File: config.mk
export PLATFORM = sky130hd
export DESIGN_NAME = instr_fetch
export DESIGN_NICKNAME = d
export VERILOG_FILES = /design/src/rtl/fetch_pkg.sv /design/src/rtl/fetch_stall_counter.sv /design/src/rtl/instr_fetch.sv
export SDC_FILE = /design/constraint.sdc
export NUM_CORES = 1
export LEC_CHECK = 0
export CELL_PAD_IN_SITES_DETAIL_PLACEMENT = 1
export CELL_PAD_IN_SITES_GLOBAL_PLACEMENT = 1
export CORE_UTILIZATION = 32
export CTS_CLUSTER_SIZE = 16
export DETAILED_ROUTE_END_ITERATION = 6
export PLACE_DENSITY = 0.84
export SYNTH_ARGS = -nofsm -noshare
export SYNTH_HDL_FRONTEND = slang
export SYNTH_SLANG_ARGS = --single-unit
File: constraint.sdc
create_clock -name clk -period 2.5 [get_ports clk]
set_input_delay 0.5 -clock clk [delete_from_list [all_inputs] [get_ports clk]]
set_output_delay 0.5 -clock clk [all_outputs]
set_load 0.02 [all_outputs]
File: src/rtl/fetch_pkg.sv
// Shared constants and state encoding for the instruction fetch stage.
package fetch_pkg;

    localparam int unsigned PC_W      = 3;
    localparam int unsigned NUM_INSTR = 7;
    localparam int unsigned DATA_W    = 32;

    // Width of the optional stall counter
    localparam int unsigned STALL_CNT_W = 8;

    typedef enum logic [1:0] {
        StIdle,
        StRun,
        StDrain,
        StDone
    } fetch_state_e;

endpackage

File: src/rtl/fetch_stall_counter.sv
// Saturating event counter with synchronous clear and synchronous active-low reset.
module fetch_stall_counter #(
    parameter int unsigned Width = 8
) (
    input  logic             clk_i,
    input  logic             rst_ni,
    input  logic             clr_i,
    input  logic             inc_i,
    output logic [Width-1:0] cnt_o
);

    logic [Width-1:0] cnt_q, cnt_d;

    // Clear wins over increment; the count sticks at all-ones.
    always_comb begin
        cnt_d = cnt_q;
        if (clr_i) begin
            cnt_d = '0;
        end else if (inc_i && (cnt_q != {Width{1'b1}})) begin
            cnt_d = cnt_q + Width'(1);
        end
    end

    // Counter register
    always_ff @(posedge clk_i) begin
        if (!rst_ni) begin
            cnt_q <= '0;
        end else begin
            cnt_q <= cnt_d;
        end
    end

    assign cnt_o = cnt_q;

endmodule

File: src/rtl/instr_fetch.sv
// Instruction fetch stage: owns the PC, drives the combinational instruction memory
// address, registers the returned word and hands it to decode over valid/ready.
// Optional build macro FETCH_STALL_CNT_EN adds an 8-bit saturating stall counter.
module instr_fetch #(
    parameter int unsigned PC_W      = fetch_pkg::PC_W,
    parameter int unsigned NUM_INSTR = fetch_pkg::NUM_INSTR,
    parameter int unsigned DATA_W    = fetch_pkg::DATA_W
) (
    input  logic              clk,
    input  logic              rst_n,
    input  logic              start,
    output logic [PC_W-1:0]   ip,
    input  logic [DATA_W-1:0] instruction,
    output logic              out_valid,
    input  logic              out_ready,
    output logic [DATA_W-1:0] out_instr,
    output logic [PC_W-1:0]   out_pc,
`ifdef FETCH_STALL_CNT_EN
    output logic              done,
    output logic [7:0]        stall_cnt
`else
    output logic              done
`endif
);

    import fetch_pkg::*;

    localparam logic [PC_W-1:0] LastPc = PC_W'(NUM_INSTR - 1);

    fetch_state_e      state_q, state_d;
    logic [PC_W-1:0]   ip_q, ip_d;
    logic [PC_W-1:0]   out_pc_q, out_pc_d;
    logic [DATA_W-1:0] out_instr_q, out_instr_d;
    logic              out_valid_q, out_valid_d;
    logic              done_q, done_d;

    logic handshake;
    logic load;
    logic start_accept;

    assign handshake    = out_valid_q & out_ready;
    // Output register can take a new word when empty or being emptied this cycle.
    assign load         = (state_q == StRun) & (~out_valid_q | out_ready);
    assign start_accept = ((state_q == StIdle) | (state_q == StDone)) & start;

    // Next-state and next-output computation for the fetch FSM
    always_comb begin
        state_d     = state_q;
        ip_d        = ip_q;
        out_pc_d    = out_pc_q;
        out_instr_d = out_instr_q;
        out_valid_d = out_valid_q;
        done_d      = done_q;

        if (handshake) begin
            out_valid_d = 1'b0;
        end

        unique case (state_q)
            StIdle, StDone: begin
                if (start) begin
                    state_d = StRun;
                    ip_d    = '0;
                    done_d  = 1'b0;
                end
            end
            StRun: begin
                if (load) begin
                    out_instr_d = instruction;
                    out_pc_d    = ip_q;
                    out_valid_d = 1'b1;
                    // Never present an address past the last valid word.
                    if (ip_q == LastPc) begin
                        state_d = StDrain;
                    end else begin
                        ip_d = ip_q + PC_W'(1);
                    end
                end
            end
            StDrain: begin
                if (handshake) begin
                    state_d = StDone;
                    done_d  = 1'b1;
                end
            end
            default: begin
                state_d = StIdle;
            end
        endcase
    end

    // FSM and output registers with synchronous active-low reset
    always_ff @(posedge clk) begin
        if (!rst_n) begin
            state_q     <= StIdle;
            ip_q        <= '0;
            out_pc_q    <= '0;
            out_instr_q <= '0;
            out_valid_q <= 1'b0;
            done_q      <= 1'b0;
        end else begin
            state_q     <= state_d;
            ip_q        <= ip_d;
            out_pc_q    <= out_pc_d;
            out_instr_q <= out_instr_d;
            out_valid_q <= out_valid_d;
            done_q      <= done_d;
        end
    end

    assign ip        = ip_q;
    assign out_pc    = out_pc_q;
    assign out_instr = out_instr_q;
    assign out_valid = out_valid_q;
    assign done      = done_q;

`ifdef FETCH_STALL_CNT_EN
    // Count cycles where decode back-pressures a held instruction.
    fetch_stall_counter #(
        .Width(STALL_CNT_W)
    ) u_stall_counter (
        .clk_i  (clk),
        .rst_ni (rst_n),
        .clr_i  (start_accept),
        .inc_i  (out_valid_q & ~out_ready),
        .cnt_o  (stall_cnt)
    );
`else
    logic unused_start_accept;
    assign unused_start_accept = start_accept;
`endif

    // Held instruction must not change or vanish while decode is stalling.
    a_hold_stable : assert property (@(posedge clk) disable iff (!rst_n)
        (out_valid_q && !out_ready) |=> (out_valid_q && $stable(out_instr_q) && $stable(out_pc_q)));

    // The address bus never leaves the populated memory range.
    a_ip_range : assert property (@(posedge clk) disable iff (!rst_n) (ip_q <= LastPc));

    // done and out_valid are mutually exclusive.
    a_done_idle : assert property (@(posedge clk) disable iff (!rst_n) !(done_q && out_valid_q));

endmodule

==> summary.md <==
| Metric | Value |
|---|---|
| Syn nets | ~250 |
| Final setup TNS | 0 ns |
| Setup slack at placement | 0.492 ns |
| CTS tree | built |
| Worst setup EP type | flip-flop |
| Peak supply drop | 0.000438 V |
| Die X-Extent | roughly 77 um |
| Leakage | 0.985 nW |
| Share of the synthesized area in the top cell type | 46.3% |
| CP required | 2.68 ns |
| Finish-stage setup viols | 0 |
| Total power | 2.70 mW |
| CTS Buffer Depth | 2 |
| Setup ws final | 0.507 ns |
| Commonest cells post-synth | 42 x dfxtp_1, 37 x a21oi_1, 36 x nand3_1, 35 x o21ai_1, 12 x buf_2 |
| Post-cts resize count | 0 |
| Gr usage total | between 10% and 20% |
| Net Sw Frac | 38.0% |
| MaxCap Viol Count | 0 |
| Seq/Total Area, Yosys | between 40% and 50% |
| H-tree level count | 2 |
| DR DRC count | 0 |
| Total CTS buffers | 5 |
| Clk_skew | ~0.0023 ns |
| Die H | 77.3 um |
| Top-count cell post-synth | dfxtp_1 |
| Syn Inst Count | 211 |
| Psw | 1.02 mW |
| Routed Antenna Nets | 0 |
| Core area | 5470 um2 |
| Detailed router's first-iteration violation count | 112 |
| PwrDens | slightly below 1000 nW/um2 |
| Fmax | 0.502 GHz |
| GRT overflow | 0 |
| Clock-pin slew on the worst setup and hold paths | 0.08 ns |
| Avg Inst Size Synth | 8.60 um2 |
| Critical Path Source Type | flip-flop |
| Mean number of vias per cell | around 5 |
| Synth Warn # | 0 |
| Placed Instances | 347 |
| Vias in the first global route | 1815 |
| Post-synth top area cell | dfxtp_1 |
| Postcts setup bufs | 0 |
| Routed WL | 5.52 mm |
| Sequential share of power | 33.5% |
| Yosys cell types | 29 |
| Routed len/inst | 15.5 um |
| Final hold violation count | 0 |
| Initial antenna violation count | 0 |
| Top post-synthesis cells by area | dfxtp_1 46%, a21oi_1 10%, nand3_1 9.9% |
| GP Congestion | 0.766 |
| Slew @ Worst Pin | ~0.65 ns |
| Crit Path Class | reg -> reg |
| Comb pwr share | a little under half |
| Layout cells sized above 1 | 8.13% |
| Crit share post-route | 79.7% |
| FF+latch count, synth | 42 |
| Clock power share | 19.8% |
| CTS root buf | clkbuf_8 |
| Initial Util | between 30% and 40% |
| Synthesis-to-finish area growth | 51.0% |
| Ys flop type | dfxtp_1 |
| Detailed placer's ending HPWL | 3.90 mm |
| Internal power | ~1.7 mW |
| Detailed Routing Iterations Pass 1 | 4 |
| Row cnt | 27 |
| CP Max Fanout | 20 |
| # diodes | 0 |
| Pin count of the biggest net entering global routing | 24 |
| RSZ-0062 raised after global routing | no |
| Non-Filler Instances | 355 |
| First-pass GRT wire length | 8.79 mm |
| Area of the die | between 5000 and 6000 um2 |
| # port buffers | 75 |
| # hold bufs at CTS | 0 |
| Arr. time, crit path | 2.17 ns |
| Cell Area, Synth | 1810 um2 |
| Status | finished clean |
| Async S/R FF share, synth | 0% |
| Io pins | 76 |
| Via count | 1819 |
| Clock latency on the worst-skew pair | 0.29 ns |
| EDFF count, synth | 0 |
| Slew HR | approximately 57% |
| Pins Over Slew Limit | 0 |
| Hold Crit Class | reg -> reg |
| Clock sinks | 42 |
| Nets | 323 |
| Final min period | 1.99 ns |
## critical path: stages (launching register included)
cell,delay (ns)
dfxtp_1,0.34
inv_1,0.09
ha_1,0.58
inv_2,0.32
buf_4,0.30
o21ai_1,0.16
a21oi_1,0.09
## cells by family after synthesis
kind of cell,synth area share (%)
buf+inv,6.62
mux,2.21
simple gates,16.8
fa+ha+maj,3.45
compound gates,24.6
flops,46.3
## stage by stage
stage,hold WS [ns],util [%],instance area (um2)
2_1_floorplan,0.451,-,1810
3_3_place_gp,0.464,48.1,2630
3_5_place_dp,0.476,48.1,2630
4_1_cts,0.487,50.1,2740
5_1_grt,0.515,50.1,2740
6_report,0.484,50.1,2740
## power by group through the flow
stage                     registers, mW  logic, mW  clock network [mW]
final                             0.903       1.26               0.534
after global routing              0.919       1.36               0.577
after CTS                         0.905       1.27               0.546
after detailed placement          0.921       1.26                   0
after global placement            0.913       1.22                   0
after floorplan                    1.06      0.650                   0
## layout make-up
cell class / count / area, um2
Multi-Input combinational cell: 144 / 853
Inverter: 5 / 18.8
Tap cell: 72 / 90.1
Clock inverter: 1 / 30.0
Fill cell: 659 / 2730
Timing Repair Buffer: 84 / 831
Clock buffer: 7 / 76.3
Sequential cell: 42 / 841
## cells in the final DEF, fill, tap and decap left out, drive strengths merged
| cell type | count |
|---|---|
| nor2b | 2 |
| a32o | 1 |
| ha | 5 |
| a21boi | 2 |
| a31oi | 1 |
| a21oi | 37 |
| clkdlybuf4s50 | 75 |
| nand3 | 36 |
| inv | 5 |
| nand2 | 6 |
| bufinv | 1 |
| o21ai | 36 |
| nand3b | 1 |
| and2 | 1 |
| a221oi | 1 |
| or3 | 1 |
| buf | 9 |
| nand2b | 5 |
| nor3 | 2 |
| a2111oi | 1 |
| clkbuf | 7 |
| mux2i | 4 |
| a21bo | 1 |
| dfxtp | 42 |
| a221o | 1 |
## state kept, by name, indices dropped and copies added (netlist names)
name and flops:
state_q 2, out_instr 32, out_valid 1, ip 3, done 1, out_pc 3
## worst paths after layout
check,cells past startpoint,startpoint,slack (ns),endpoint
max,6,state_q[1],0.51,out_instr[14]
min,2,out_instr[18],0.48,out_instr[18]
max reg2reg,6,state_q[1],0.51,out_instr[14]
min reg2reg,2,out_instr[18],0.48,out_instr[18]
## routing by layer
metal  GRT usage (%)  wire [um]
met1            23.1       2480
met2            32.0       2720
met4            4.53         52
met5               0          0
met3            4.52        260
No activity file was read; power rests on OpenSTA's default activity.
